===== config.mk =====
export PLATFORM = sky130hd
export DESIGN_NAME = fetch_unit
export DESIGN_NICKNAME = d
export VERILOG_FILES = /design/src/rtl/fetch_pkg.sv /design/src/rtl/fetch_fifo.sv /design/src/rtl/fetch_unit.sv
export SDC_FILE = /design/constraint.sdc
export NUM_CORES = 1
export LEC_CHECK = 0
export ABC_CLOCK_PERIOD_IN_PS = 10600
export CORE_MARGIN = 1
export CORE_UTILIZATION = 30
export CTS_CLUSTER_DIAMETER = 50
export DETAILED_ROUTE_END_ITERATION = 6
export PLACE_DENSITY = 0.59
export SLEW_MARGIN = 25
export SYNTH_ARGS = -nofsm -noshare
export SYNTH_HDL_FRONTEND = slang
export SYNTH_SLANG_ARGS = --single-unit

===== constraint.sdc =====
create_clock -name clk -period 10.6 [get_ports clk]
set_clock_uncertainty 0.2 [all_clocks]
set_input_delay 1.59 -clock clk [delete_from_list [all_inputs] [get_ports clk]]
set_output_delay 1.59 -clock clk [all_outputs]
set_load 0.005 [all_outputs]

===== src/rtl/fetch_pkg.sv =====
// rtl/fetch_pkg.sv - shared constants and types for the instruction fetch stage
package fetch_pkg;

  // Canonical RISC-V NOP (addi x0, x0, 0) shown to decode when nothing is valid.
  localparam logic [31:0] NOP_INST = 32'h0000_0013;

  // Fetch FSM states.
  localparam logic [1:0] IDLE  = 2'd0;
  localparam logic [1:0] RUN   = 2'd1;
  localparam logic [1:0] DRAIN = 2'd2;

  typedef enum logic [1:0] {
    ST_IDLE  = IDLE,
    ST_RUN   = RUN,
    ST_DRAIN = DRAIN
  } fetch_state_e;

  // One decode-facing queue entry at the default 32-bit widths.
  typedef struct packed {
    logic [31:0] pc;
    logic [31:0] inst;
  } fetch_entry_t;

endpackage


===== src/rtl/fetch_fifo.sv =====
// rtl/fetch_fifo.sv - synchronous FIFO with flush, occupancy count and full/empty flags
module fetch_fifo #(
  parameter int WIDTH = 32,
  parameter int DEPTH = 2
) (
  input  logic                     clk,
  input  logic                     rst,
  input  logic                     flush,
  input  logic                     push,
  input  logic [WIDTH-1:0]         push_data,
  input  logic                     pop,
  output logic [WIDTH-1:0]         head,
  output logic [$clog2(DEPTH):0]   count,
  output logic                     full,
  output logic                     empty
);

  localparam int AW = $clog2(DEPTH);
  localparam int CW = AW + 1;

  logic [WIDTH-1:0] mem [DEPTH];
  logic [AW-1:0]    rd_ptr;
  logic [AW-1:0]    wr_ptr;
  logic             push_ok;
  logic             pop_ok;

  assign empty   = (count == '0);
  assign full    = (count == CW'(DEPTH));
  assign pop_ok  = pop && !empty;
  // A full FIFO can still take a push when the head leaves in the same cycle.
  assign push_ok = push && (!full || pop_ok);
  assign head    = mem[rd_ptr];

  // Pointer and occupancy tracking; flush empties the FIFO without touching storage.
  always_ff @(posedge clk or negedge rst) begin
    if (!rst) begin
      rd_ptr <= '0;
      wr_ptr <= '0;
      count  <= '0;
    end else if (flush) begin
      rd_ptr <= '0;
      wr_ptr <= '0;
      count  <= '0;
    end else begin
      if (push_ok) wr_ptr <= wr_ptr + AW'(1);
      if (pop_ok)  rd_ptr <= rd_ptr + AW'(1);
      count <= count + CW'(push_ok) - CW'(pop_ok);
    end
  end

  // Storage write; contents need no reset because count gates visibility.
  always_ff @(posedge clk) begin
    if (push_ok) mem[wr_ptr] <= push_data;
  end

endmodule


===== src/rtl/fetch_unit.sv =====
// rtl/fetch_unit.sv - instruction fetch stage: PC, in-order imem requests, decode-facing queue
module fetch_unit
  import fetch_pkg::*;
#(
  parameter int                  PC_WIDTH   = 32,
  parameter int                  INST_WIDTH = 32,
  parameter logic [PC_WIDTH-1:0] RESET_PC   = '0,
  parameter int                  DEPTH      = 2
) (
  input  logic                  clk,
  input  logic                  rst,
  output logic                  imem_req_valid,
  input  logic                  imem_req_ready,
  output logic [PC_WIDTH-1:0]   imem_req_addr,
  input  logic                  imem_resp_valid,
  input  logic [INST_WIDTH-1:0] imem_resp_data,
  input  logic                  redirect_valid,
  input  logic [PC_WIDTH-1:0]   redirect_pc,
  input  logic                  stall,
  output logic                  inst_valid,
  output logic [INST_WIDTH-1:0] inst,
  output logic [PC_WIDTH-1:0]   pc
);

  localparam int CW = $clog2(DEPTH) + 1;
  localparam int EW = PC_WIDTH + INST_WIDTH;

  logic [1:0]            state;
  logic [1:0]            state_next;
  logic [PC_WIDTH-1:0]   fetch_pc;
  logic [PC_WIDTH-1:0]   last_pc;
  logic [CW-1:0]         drop_cnt;
  logic [CW-1:0]         drop_next;
  logic [CW-1:0]         outstanding;
  logic [CW-1:0]         q_count;
  logic [CW:0]           occupancy;
  logic [EW-1:0]         q_head;
  logic                  q_empty;
  logic                  q_full;
  logic [PC_WIDTH-1:0]   pcq_head;
  logic                  pcq_empty;
  logic                  pcq_full;
  logic                  resp_take;
  logic                  resp_keep;
  logic                  req_fire;
  logic                  pop_ok;
  logic                  unused_redirect_lsbs;

  // Redirect targets are word aligned; the low bits are dropped.
  assign unused_redirect_lsbs = ^redirect_pc[1:0];

  // The PC FIFO holds exactly the in-flight requests, so its occupancy is the
  // outstanding count and a response with nothing outstanding is ignored.
  assign resp_take = imem_resp_valid && !pcq_empty;
  assign resp_keep = resp_take && (drop_cnt == '0) && !redirect_valid && !q_full;
  assign occupancy = {1'b0, outstanding} + {1'b0, q_count};

  assign imem_req_valid = ((state == RUN) || (state == DRAIN)) && !redirect_valid
                          && (occupancy < (CW+1)'(DEPTH)) && !pcq_full;
  assign imem_req_addr  = fetch_pc;
  assign req_fire       = imem_req_valid && imem_req_ready;

  assign inst_valid = !q_empty;
  assign pop_ok     = inst_valid && !stall && !redirect_valid;
  assign inst       = inst_valid ? q_head[INST_WIDTH-1:0] : INST_WIDTH'(NOP_INST);
  assign pc         = inst_valid ? q_head[EW-1:INST_WIDTH] : last_pc;

  // Stale-response accounting and FSM next state.
  always_comb begin
    drop_next = drop_cnt;
    if (redirect_valid) begin
      // Every request still in flight belongs to the old path; outstanding
      // already includes any drops left over from an earlier redirect.
      drop_next = outstanding - CW'(resp_take);
    end else if (resp_take && (drop_cnt != '0)) begin
      drop_next = drop_cnt - CW'(1);
    end

    state_next = state;
    case (state)
      IDLE:    state_next = RUN;
      default: state_next = (drop_next != '0) ? DRAIN : RUN;
    endcase
  end

  // Fetch PC, FSM, drop counter and the pc of the last instruction handed to decode.
  always_ff @(posedge clk or negedge rst) begin
    if (!rst) begin
      state    <= IDLE;
      fetch_pc <= RESET_PC;
      drop_cnt <= '0;
      last_pc  <= RESET_PC;
    end else begin
      state    <= state_next;
      drop_cnt <= drop_next;
      if (redirect_valid) begin
        fetch_pc <= {redirect_pc[PC_WIDTH-1:2], 2'b00};
      end else if (req_fire) begin
        fetch_pc <= fetch_pc + PC_WIDTH'(4);
      end
      if (pop_ok) last_pc <= q_head[EW-1:INST_WIDTH];
    end
  end

  fetch_fifo #(
    .WIDTH (PC_WIDTH),
    .DEPTH (DEPTH)
  ) u_pc_fifo (
    .clk       (clk),
    .rst       (rst),
    .flush     (1'b0),
    .push      (req_fire),
    .push_data (fetch_pc),
    .pop       (resp_take),
    .head      (pcq_head),
    .count     (outstanding),
    .full      (pcq_full),
    .empty     (pcq_empty)
  );

  fetch_fifo #(
    .WIDTH (EW),
    .DEPTH (DEPTH)
  ) u_inst_queue (
    .clk       (clk),
    .rst       (rst),
    .flush     (redirect_valid),
    .push      (resp_keep),
    .push_data ({pcq_head, imem_resp_data}),
    .pop       (pop_ok),
    .head      (q_head),
    .count     (q_count),
    .full      (q_full),
    .empty     (q_empty)
  );

endmodule


==> flow_summary.toml <==
[logic_synthesis]
ys_top_cells_by_area = "edfxtp_1 52%, dfrtp_1 17%, mux2i_1 6.1%"
synth_adder_area_share_pct = 1.136
synth_largest_area_cell = "edfxtp_1"
syn-instance-count = 777
yosys.area_share.simple_pct = 10.31
synthesis.area_um2 = 10580
synth_seq_cells = 256
seq_area_frac_synth_pct = 69.27
yosysUniqueCellTypes = 54
synth_xor_area_share_pct = 1.076
synth_warnings = 0
async_reset_ff_share_pct = 28.13
synth_compound_area_share_pct = 6.624
postSynthAreaPerCell_um2 = 13.61
synth-edff-count = 184
synth_top_family_by_area = "simple AND/OR/NAND/NOR gates"
synth.area.mux_share_pct = 9.250
yosys.area.top_type_share_pct = 52.24
ys_dominant_reg_cell = "edfxtp_1"

[placed_design]
gp_congestion = 0.7838
port_buffers = 161
dpl.cell_count = 1368
place_area_um2 = 12720
dp_hpwl_um = 14760

[min_path]
whs_endpoint = "u_pc_fifo.wr_ptr$_DFFE_PN0N_"
hold_start = "u_pc_fifo.wr_ptr$_DFFE_PN0N_"
hold_depth = 1
hp-class = "flip-flop to flip-flop"

[routing]
vias = 6587
drt_first_pass_iters = 5
wl_um = 22880
via_per_inst = 4.626
ant_nets = 0
drc = 0
drtIter0Drc = 344
wl_per_cell_um = 16.07

[cts]
cts.sink_count = 256
htree_levels = 1
post-cts-setup-buffers = 0
ctsHoldBuffers = 0
cts_buffers = 30
cts_resized = 0
cts_root_buffer = "clkbuf_16"
clk-insertion-delay-late_ns = 0.54
clockBufferDepth = 3
clk_pin_slew_ns = 0.06
cts_tree = "done"

[timing]
final-setup-viol-count = 0
hold_violations = 0
fin_tns_setup_ns = 0
fin_crit_ns = 4.762
drv_slew = 0
timing.final.crit_share_pct = 44.92
rsz0062_at_grt = "false"
timing.slew.headroom_pct = 41.08
holdWs_ns = 0.3112
max_freq_mhz = 210.0
worst_pin_slew_ns = 0.8839

[die]
core-area_um2 = 34630
ioPinCount = 168
start_util_pct = 30.55
die_area_um2 = 36010
die_x_um = 189.8
die_h_um = 189.8
rows = 68

[setup_path]
cp-start-kind = "primary input"
crit_fanout = 46
cpMaxStageDelayCell = "clkdlybuf4s50_1"
critPathKind = "primary input to output pin"
r2r_start = "u_inst_queue.count[0]$_DFF_PN0_"
worstSetupStartpoint = "redirect_valid"
rr_endpoint = "imem_req_addr[30]$_DFFE_PN0P_"
worstPathRequired_ns = 8.81
rrSetupSlack_ns = 7.04
worst-r2r-cell-count = 10
worstPathCellList = "buf_2 -> buf_4 -> nor4b_4 -> and2_1 -> clkdlybuf4s50_1"
worstPathArrival_ns = 2.97
cp_slowest_stage_delay_ns = 0.49
crit_path_end_kind = "output pin"

[global_routing]
antenna_found_initial = 0
grt_first_pass_wirelength_um = 35740
grt_overflow_total = 0
grt_max_degree = 65
grt_usage_pct = 12.62
first_global_vias = 6412

[cells_and_area]
syn_to_final_growth_pct = 30.13
stdcell_count = 1424
mostFrequentLayoutCell = "edfxtp_1"
final_cell_mix = "184 x edfxtp_1, 159 x clkdlybuf4s50_1, 111 x nor2_1"
insertedDiodeCount = 0
post-route-util_pct = 39.75
final_nets = 1024
fin_area_um2 = 13760
fillCellCount = 3225
drive_gt1_share_pct = 11.46

[pwr]
p_leak_nw = 4.817
peakVddDrop_mv = 0.1612
power_density_nw_per_um2 = 232.1

[flow_run]
maxCapViolations = 0

[run_status]
status = "complete, no violations"
-- flip-flops by register name (all words and copies together), names as in the netlist --
name,flops
u_pc_fifo.rd_ptr,1
u_inst_queue.mem,124
u_pc_fifo.count,2
last_pc,30
u_inst_queue.rd_ptr,1
u_pc_fifo.mem,60
imem_req_addr,30
u_inst_queue.count,2
drop_cnt,2
u_inst_queue.wr_ptr,1
state,2
u_pc_fifo.wr_ptr,1
-- area by class of cell --
type | count | area [µm²] | area share [%]
Sequential cell | 256 | 7331 | 53.26
Multi-Input combinational cell | 466 | 3038 | 22.07
Timing Repair Buffer | 173 | 1712 | 12.44
Clock buffer | 42 | 857.1 | 6.227
Tap cell | 455 | 569.3 | 4.136
Clock inverter | 14 | 190.2 | 1.382
Inverter | 18 | 67.56 | 0.4909
-- how the worst max path moves through the flow --
stage	endpoint	slack, ns
final	imem_req_valid	5.84
after floorplan	u_inst_queue.mem[0][0]$_DFFE_PP_	4.75
after global placement	imem_req_valid	5.82
after CTS	imem_req_valid	5.81
after global routing	imem_req_valid	5.73
after detailed placement	imem_req_valid	5.81
-- critical path, delay by kind of cell --
family	cells	cell delay, ns
buffers and inverters	3	0.84
and+or+nand+nor	2	0.51
-- Yosys cell counts (8+ instances only) --
library cell	n
a21oi_1	67
clkbuf_1	23
dfrtp_1	72
edfxtp_1	184
ha_1	8
inv_1	16
mux2_2	30
mux2i_1	64
nand2_1	40
nand3_1	20
nand4_1	14
nor2_1	113
nor3_1	9
o211ai_1	8
o21ai_0	20
-- metal layers --
metal	global-route usage, %	up-vias	wire length (µm)
li1	-	3189	-
met1	18.08	3146	10950
met2	19.03	221	10050
met3	2.822	31	1484
met4	3.691	0	387
met5	0	-	0
-- kinds of logic (layout without fill, tap and decap cells) --
| family | Yosys count | after routing |
|---|---|---|
| XOR/XNOR | 13 | 13 |
| AND/OR/NAND/NOR | 227 | 227 |
| AO/OA/AOI/OAI | 119 | 119 |
| buffers and inverters | 58 | 247 |
| other | 1 | 4 |
| flip-flops | 256 | 256 |
| adder cells (fa/ha/maj) | 9 | 9 |
| multiplexers | 94 | 94 |
-- stage by stage --
stage                     power, mW  setup WS, ns
after floorplan               1.756         4.748
after global placement        2.153         5.818
after detailed placement      2.169         5.810
after CTS                     3.244         5.812
after global routing          3.364         5.729
final                         3.194         5.838
-- power by group --
part | internal, mW | switching [mW] | total [mW]
sequential | 1.25 | 0.106 | 1.35
clock | 0.663 | 0.393 | 1.06
combinational | 0.411 | 0.375 | 0.786
(Power assumes the default switching activity.)
